===== src/rtl/lsu_pkg.sv =====
// Shared definitions for the load/store unit.
//   funct3_e : access size/sign encodings carried on req_funct3
//   state_e  : control FSM states (IDLE -> ACCESS -> RESP)
//   MEM_WORDS_DEFAULT : default data memory depth in 32-bit words
package lsu_pkg;

    localparam int unsigned MEM_WORDS_DEFAULT = 1024;

    typedef enum logic [2:0] {
        F3_B  = 3'b000,
        F3_H  = 3'b001,
        F3_W  = 3'b010,
        F3_BU = 3'b100,
        F3_HU = 3'b101
    } funct3_e;

    typedef enum logic [1:0] {
        ST_IDLE,
        ST_ACCESS,
        ST_RESP
    } state_e;

endpackage


===== src/rtl/lsu_if.sv =====
// Core-side request/response channel of the load/store unit.
//   req_*  : valid/ready request (we, funct3, byte address, right-aligned store data)
//   resp_* : valid/ready response (extended load data, error flag)
// master = core side, slave = load/store unit side.
interface lsu_if;

    logic        req_valid;
    logic        req_ready;
    logic        req_we;
    logic [2:0]  req_funct3;
    logic [31:0] req_addr;
    logic [31:0] req_wdata;
    logic        resp_valid;
    logic        resp_ready;
    logic [31:0] resp_rdata;
    logic        resp_err;

    modport master (
        output req_valid, req_we, req_funct3, req_addr, req_wdata, resp_ready,
        input  req_ready, resp_valid, resp_rdata, resp_err
    );

    modport slave (
        input  req_valid, req_we, req_funct3, req_addr, req_wdata, resp_ready,
        output req_ready, resp_valid, resp_rdata, resp_err
    );

endinterface


===== src/rtl/lsu_align.sv =====
// Combinational lane logic for the load/store unit.
//   funct3     : access size/sign
//   offset     : byte address bits [1:0]
//   store_data : right-aligned store data
//   load_word  : raw 32-bit word read from memory
//   mask       : byte-lane write enables for a store
//   lane_wdata : store data replicated across lanes
//   load_data  : selected lane, sign- or zero-extended to 32 bits
module lsu_align
    import lsu_pkg::*;
(
    input  logic [2:0]  funct3,
    input  logic [1:0]  offset,
    input  logic [31:0] store_data,
    input  logic [31:0] load_word,
    output logic [3:0]  mask,
    output logic [31:0] lane_wdata,
    output logic [31:0] load_data
);

    logic [31:0] shifted;

    // Bring the addressed lane down to bit 0 so every size extends from the bottom.
    assign shifted = load_word >> {offset, 3'b000};

    always_comb begin
        // NOTE: every output gets a default first so no path through the case infers a latch.
        mask       = 4'b0000;
        lane_wdata = 32'h0000_0000;
        load_data  = 32'h0000_0000;
        case (funct3)
            F3_B: begin
                mask       = 4'b0001 << offset;
                lane_wdata = {4{store_data[7:0]}};
                load_data  = {{24{shifted[7]}}, shifted[7:0]};
            end
            F3_BU: begin
                mask       = 4'b0001 << offset;
                lane_wdata = {4{store_data[7:0]}};
                load_data  = {24'h00_0000, shifted[7:0]};
            end
            F3_H: begin
                mask       = 4'b0011 << offset;
                lane_wdata = {2{store_data[15:0]}};
                load_data  = {{16{shifted[15]}}, shifted[15:0]};
            end
            F3_HU: begin
                mask       = 4'b0011 << offset;
                lane_wdata = {2{store_data[15:0]}};
                load_data  = {16'h0000, shifted[15:0]};
            end
            F3_W: begin
                mask       = 4'b1111;
                lane_wdata = store_data;
                load_data  = shifted;
            end
            default: ;
        endcase
    end

endmodule


===== src/rtl/load_store_unit.sv =====
// Load/store unit: accepts one access at a time from the core, performs a
// single-cycle access to an asynchronous-read data memory and returns a response.
//   clk, rst      : clock, synchronous active-high reset
//   bus (slave)   : core request/response channel
//   mem_cs        : memory chip select, active-low (low only in ACCESS)
//   mem_wr        : 0 = write, 1 = read
//   mem_mask      : byte-lane write enables (0 on loads)
//   mem_addr      : word index, latched byte address [31:2]
//   mem_wdata     : lane-replicated store data (0 on loads)
//   mem_rdata     : asynchronous read data
module load_store_unit
    import lsu_pkg::*;
#(
    parameter int unsigned MEM_WORDS = MEM_WORDS_DEFAULT
) (
    input  logic        clk,
    input  logic        rst,
    lsu_if.slave        bus,
    output logic        mem_cs,
    output logic        mem_wr,
    output logic [3:0]  mem_mask,
    output logic [31:0] mem_addr,
    output logic [31:0] mem_wdata,
    input  logic [31:0] mem_rdata
);

    state_e      state_q, state_d;
    logic        we_q;
    logic [2:0]  funct3_q;
    logic [31:0] addr_q;
    logic [31:0] wdata_q;
    logic [31:0] rdata_q;
    logic        err_q;

    logic        accept;
    logic        req_legal;
    logic [3:0]  lane_mask;
    logic [31:0] lane_wdata;
    logic [31:0] load_data;

    // Legality of the incoming request; illegal ones skip memory entirely.
    always_comb begin
        req_legal = 1'b1;
        case (bus.req_funct3)
            F3_B:    ;
            F3_H:    if (bus.req_addr[0]) req_legal = 1'b0;
            F3_W:    if (bus.req_addr[1:0] != 2'b00) req_legal = 1'b0;
            F3_BU:   if (bus.req_we) req_legal = 1'b0;
            F3_HU:   if (bus.req_we || bus.req_addr[0]) req_legal = 1'b0;
            default: req_legal = 1'b0;
        endcase
        if ({2'b00, bus.req_addr[31:2]} >= MEM_WORDS) req_legal = 1'b0;
    end

    assign bus.req_ready  = (state_q == ST_IDLE) && !rst;
    assign accept         = bus.req_ready && bus.req_valid;
    assign bus.resp_valid = (state_q == ST_RESP);
    assign bus.resp_rdata = rdata_q;
    assign bus.resp_err   = err_q;
    assign mem_addr       = {2'b00, addr_q[31:2]};

    lsu_align u_align (
        .funct3     (funct3_q),
        .offset     (addr_q[1:0]),
        .store_data (wdata_q),
        .load_word  (mem_rdata),
        .mask       (lane_mask),
        .lane_wdata (lane_wdata),
        .load_data  (load_data)
    );

    always_comb begin
        state_d   = state_q;
        mem_cs    = 1'b1;
        mem_wr    = 1'b1;
        mem_mask  = 4'b0000;
        mem_wdata = 32'h0000_0000;
        case (state_q)
            ST_IDLE: begin
                if (bus.req_valid) state_d = req_legal ? ST_ACCESS : ST_RESP;
            end
            ST_ACCESS: begin
                mem_cs  = 1'b0;
                mem_wr  = ~we_q;
                if (we_q) begin
                    mem_mask  = lane_mask;
                    mem_wdata = lane_wdata;
                end
                state_d = ST_RESP;
            end
            ST_RESP: begin
                if (bus.resp_ready) state_d = ST_IDLE;
            end
            default: state_d = ST_IDLE;
        endcase
    end

    // NOTE: state registers use non-blocking assignments so every flop samples pre-edge values.
    always_ff @(posedge clk) begin
        if (rst) begin
            state_q <= ST_IDLE;
            rdata_q <= 32'h0000_0000;
            err_q   <= 1'b0;
        end else begin
            state_q <= state_d;
            if (accept) begin
                err_q   <= ~req_legal;
                rdata_q <= 32'h0000_0000;
            end else if (state_q == ST_ACCESS) begin
                rdata_q <= we_q ? 32'h0000_0000 : load_data;
            end
        end
    end

    // NOTE: request payload is not reset; it is only observed after an accept reloads it.
    always_ff @(posedge clk) begin
        if (accept) begin
            we_q     <= bus.req_we;
            funct3_q <= bus.req_funct3;
            addr_q   <= bus.req_addr;
            wdata_q  <= bus.req_wdata;
        end
    end

endmodule


===== src/flat_wrapper.sv =====
// flat-port wrapper written by rule: the top's interface ports become plain ports
module load_store_unit_flat import lsu_pkg::*;
#(
    parameter int unsigned MEM_WORDS = MEM_WORDS_DEFAULT
)
  (clk, rst, mem_cs, mem_wr, mem_mask, mem_addr, mem_wdata, mem_rdata, bus_req_valid, bus_req_we, bus_req_funct3, bus_req_addr, bus_req_wdata, bus_resp_ready, bus_req_ready, bus_resp_valid, bus_resp_rdata, bus_resp_err);
  lsu_if bus_i ();
  input  logic clk;
  input  logic rst;
  output logic mem_cs;
  output logic mem_wr;
  output logic [3:0] mem_mask;
  output logic [31:0] mem_addr;
  output logic [31:0] mem_wdata;
  input  logic [31:0] mem_rdata;
  input wire logic [$bits(bus_i.req_valid)-1:0] bus_req_valid;
  input wire logic [$bits(bus_i.req_we)-1:0] bus_req_we;
  input wire logic [$bits(bus_i.req_funct3)-1:0] bus_req_funct3;
  input wire logic [$bits(bus_i.req_addr)-1:0] bus_req_addr;
  input wire logic [$bits(bus_i.req_wdata)-1:0] bus_req_wdata;
  input wire logic [$bits(bus_i.resp_ready)-1:0] bus_resp_ready;
  output wire logic [$bits(bus_i.req_ready)-1:0] bus_req_ready;
  output wire logic [$bits(bus_i.resp_valid)-1:0] bus_resp_valid;
  output wire logic [$bits(bus_i.resp_rdata)-1:0] bus_resp_rdata;
  output wire logic [$bits(bus_i.resp_err)-1:0] bus_resp_err;
  assign bus_i.req_valid = bus_req_valid;
  assign bus_i.req_we = bus_req_we;
  assign bus_i.req_funct3 = bus_req_funct3;
  assign bus_i.req_addr = bus_req_addr;
  assign bus_i.req_wdata = bus_req_wdata;
  assign bus_i.resp_ready = bus_resp_ready;
  assign bus_req_ready = bus_i.req_ready;
  assign bus_resp_valid = bus_i.resp_valid;
  assign bus_resp_rdata = bus_i.resp_rdata;
  assign bus_resp_err = bus_i.resp_err;
  load_store_unit #(.MEM_WORDS(MEM_WORDS)) u_core (.clk(clk), .rst(rst), .bus(bus_i), .mem_cs(mem_cs), .mem_wr(mem_wr), .mem_mask(mem_mask), .mem_addr(mem_addr), .mem_wdata(mem_wdata), .mem_rdata(mem_rdata));
endmodule

===== config.mk =====
export PLATFORM = sky130hd
export DESIGN_NAME = load_store_unit_flat
export DESIGN_NICKNAME = d
export VERILOG_FILES = /design/src/rtl/lsu_pkg.sv /design/src/rtl/lsu_if.sv /design/src/rtl/lsu_align.sv /design/src/rtl/load_store_unit.sv /design/src/flat_wrapper.sv
export SDC_FILE = /design/constraint.sdc
export NUM_CORES = 1
export LEC_CHECK = 0
export ABC_AREA = 1
export CAP_MARGIN = 10
export CORE_ASPECT_RATIO = 1.25
export CORE_UTILIZATION = 40
export CTS_BUF_LIST = sky130_fd_sc_hd__clkbuf_8
export CTS_CLUSTER_SIZE = 14
export DETAILED_ROUTE_END_ITERATION = 12
export GPL_TIMING_DRIVEN = 0
export PLACE_DENSITY = 0.78
export SYNTH_ARGS = -nofsm -noshare
export SYNTH_HDL_FRONTEND = slang
export SYNTH_HIERARCHICAL = 1
export SYNTH_SLANG_ARGS = --single-unit
export TNS_END_PERCENT = 100

===== constraint.sdc =====
create_clock -name clk -period 6.3 [get_ports clk]
set_input_delay 1.575 -clock clk [delete_from_list [all_inputs] [get_ports clk]]
set_output_delay 1.575 -clock clk [all_outputs]
set_load 0.05 [all_outputs]

==> flow_summary.toml <==
[run_status]
status = "finished, final reports clean"

[timing]
hold_viol = 0
fmax_ghz = 0.215
slew_headroom_pct = 58.2
timing.final.crit_period_ns = 4.65
finalMaxSlewViolations = 0
worst_slack_ns = 1.65
fin_tns_setup_ns = 0
rsz0062_at_grt = "false"
setup_viol = 0
finalClockSkew_ns = 0.00850
min_period_over_period_pct = 73.7
worst_pin_slew_ns = 0.625

[hold_path]
hold_end = "u_core/bus.resp_rdata[18]"
hold_depth = 2
hp-start = "u_core/bus.resp_rdata[18]"
hold_class = "register to register"

[placement]
dp_slack_ns = 1.65
gp_congestion = 0.947
portBuffers = 206
placed_cells = 1084
hpwl_mm = 13.0

[cts]
cts_root_buf = "clkbuf_8"
cts_tree = "yes"
path_clk_slew_ns = 0.10
cts_resized = 0
cts.sinks = 103
htree_levels = 3
cts_setup_buffers = 0
cts-hold-fix-buffers = 0
cts_buffer_depth = 2
cts_made_buffers = 9
worstSkewPairLatency_ns = 0.37

[final_layout]
nets = 1028
drive_gt1_share_pct = 10.8
area.growth.synth_to_final_pct = 44.5
final_util_pct = 60.0
fin_cells = 1100
antenna_cells = 0

[critical_path]
cp.required_ns = 4.72
worst-r2r-setup-slack_ns = 4.27
worst_ep_arrival_time_ns = 3.07
r2r_end = "u_core/bus.resp_rdata[2]"
worst-path-max-fanout = 3
criticalPathCategory = "primary input to output port"
critPathCaptureType = "output port"
rr_startpoint = "u_core/addr_q[1]"
r2r.worst_path.cells = 8
critPathLaunchType = "primary input"

[yosys]
netlist.area_leader.share_pct = 36.5
synth-edff-count = 68
ys.warnings.count = 6
synthCells = 705
ys_types = 29
async_flop_share_pct = 0
synth-seq-area-share_pct = 49.0
yosys-top-cells-area = "edfxtp_1, dfxtp_1, nand2_1, nor2_1, nand3_1"
ys.flop_type = "edfxtp_1"
ys_ff_latch = 103
synthesis.area_um2 = 5590
avgSynthCellArea_um2 = 7.93
yosysTopAreaCell = "edfxtp_1"

[die]
initial_core_util_pct = 41.5
core_um2 = 13500
fp.dieH_um = 134
fp.dieW_um = 108
die_area_um2 = 14500
num_io_pins = 209
rows = 47

[power_and_ir_drop]
p_sw_mw = 0.389
p_leak_nw = 3.22
clkPwrFrac_pct = 28.4
internal_power_mw = 1.01
vdd.ir_drop.worst_v = 0.000145
combinationalPowerShare_pct = 17.8
power.density_nw_per_um2 = 173
swShare_pct = 27.9
seqPwrFrac_pct = 53.8

[global_route]
grt_pass1_wl_mm = 26.3
use_met1_pct = 27.0
grtUsageMet2_pct = 42.3
grt_max_degree = 57
top_usage_layer = "met2"
grtUsageTotal_pct = 24.2
antenna_found_initial = 0
met3_usage_pct = 7.00
grt_pass1_vias = 5259
grt_overflow_total = 0

[route]
drtIter0Drc = 318
ant_nets = 0
drtPass1Iterations = 6
drc = 0
vias = 5404
vias_per_cell = 4.91
wl_per_cell_um = 15.7
postRouteWirelength_mm = 17.2

[flow_run]
cap_violations = 0
[power by group through the flow]
stage	sequential [mW]	clock [mW]	combinational, mW
2_1_floorplan	0.767	0	0.129
3_3_place_gp	0.768	0	0.242
3_5_place_dp	0.766	0	0.246
4_1_cts	0.751	0.411	0.248
5_1_grt	0.753	0.435	0.267
6_report	0.751	0.397	0.248
[synth_stat cells (5+ instances only)]
cell and number:
nand2_1 178, inv_1 70, buf_6 13, clkbuf_1 8, a21oi_1 5, edfxtp_1 68
buf_2 8, nand3_1 66, o21ai_0 49, o21ai_1 36, buf_4 39, nor2_1 100
dfxtp_1 35
[sequential cells by signal (all words and copies together) (netlist names)]
signal,count
u_core/addr_q,32
u_core/bus.resp_rdata,32
u_core/wdata_q,32
u_core/funct3_q,3
u_core/state_q,2
u_core/bus.resp_err,1
u_core/we_q,1
[per-stage QoR]
stage | total power, mW | hold WS, ns | area (µm²)
global route | 1.46 | 0.541 | 8080
detailed placement | 1.01 | 0.501 | 7900
global placement | 1.01 | 0.491 | 7870
finish | 1.40 | 0.524 | 8080
floorplan | 0.896 | 0.563 | 5600
CTS | 1.41 | 0.526 | 8080
[worst max-delay path by stage]
stage / startpoint / end / slack, ns / cells after the start
final: rst / bus_req_ready / 1.65 / 3
after global routing: rst / bus_req_ready / 1.61 / 3
after CTS: rst / bus_req_ready / 1.65 / 3
after detailed placement: rst / bus_req_ready / 1.65 / 3
after global placement: rst / u_core/addr_q[29] / 1.21 / 4
after floorplan: rst / u_core/bus.resp_err / 2.41 / 5
[critical path, cell delays in order]
cell	delay, ns
clkdlybuf4s50_1	0.46
nor3_2	0.18
clkdlybuf4s50_1	0.85
[per-layer routing]
layer	vias up	part of all wire, %
li1	2663	-
met1	2450	38
met2	257	49
met3	34	9.4
met4	0	3.0
met5	-	0
[logic make-up (layout without fill, tap and decap cells)]
group | after synthesis | in the layout | synth area share (%)
DFF | 103 | 103 | 49.0
other | 1 | 2 | 0.0671
AOI/OAI and AO/OA | 95 | 95 | 8.79
buffers and inverters | 149 | 372 | 15.1
and+or+nand+nor | 357 | 357 | 26.9
[final cells by class]
type / count / area [µm²]
sequential: 103 / 2740
fill: 1197 / 5390
timing repair buffer: 207 / 2090
multi-input combinational: 454 / 2010
inverter: 76 / 289
clock buffer: 9 / 124
clock inverter: 7 / 53.8
buffer: 73 / 559
tap: 171 / 214
[placed cells by master, fill, tap and decap left out, drive strengths merged]
| master | synthesis | layout |
|---|---|---|
| edfxtp | 68 | 68 |
| conb | 1 | 2 |
| nor2 | 106 | 106 |
| clkinv | 1 | 5 |
| o21ai | 85 | 85 |
| a21oi | 8 | 8 |
| inv | 75 | 78 |
| nand3 | 68 | 68 |
| o31ai | 2 | 2 |
| nand2 | 181 | 181 |
| dfxtp | 35 | 35 |
| nor3 | 1 | 1 |
| clkbuf | 12 | 21 |
| and2 | 1 | 1 |
| buf | 61 | 62 |
| clkdlybuf4s50 | 0 | 206 |
Note: power is estimated with default switching activity, not from simulation.
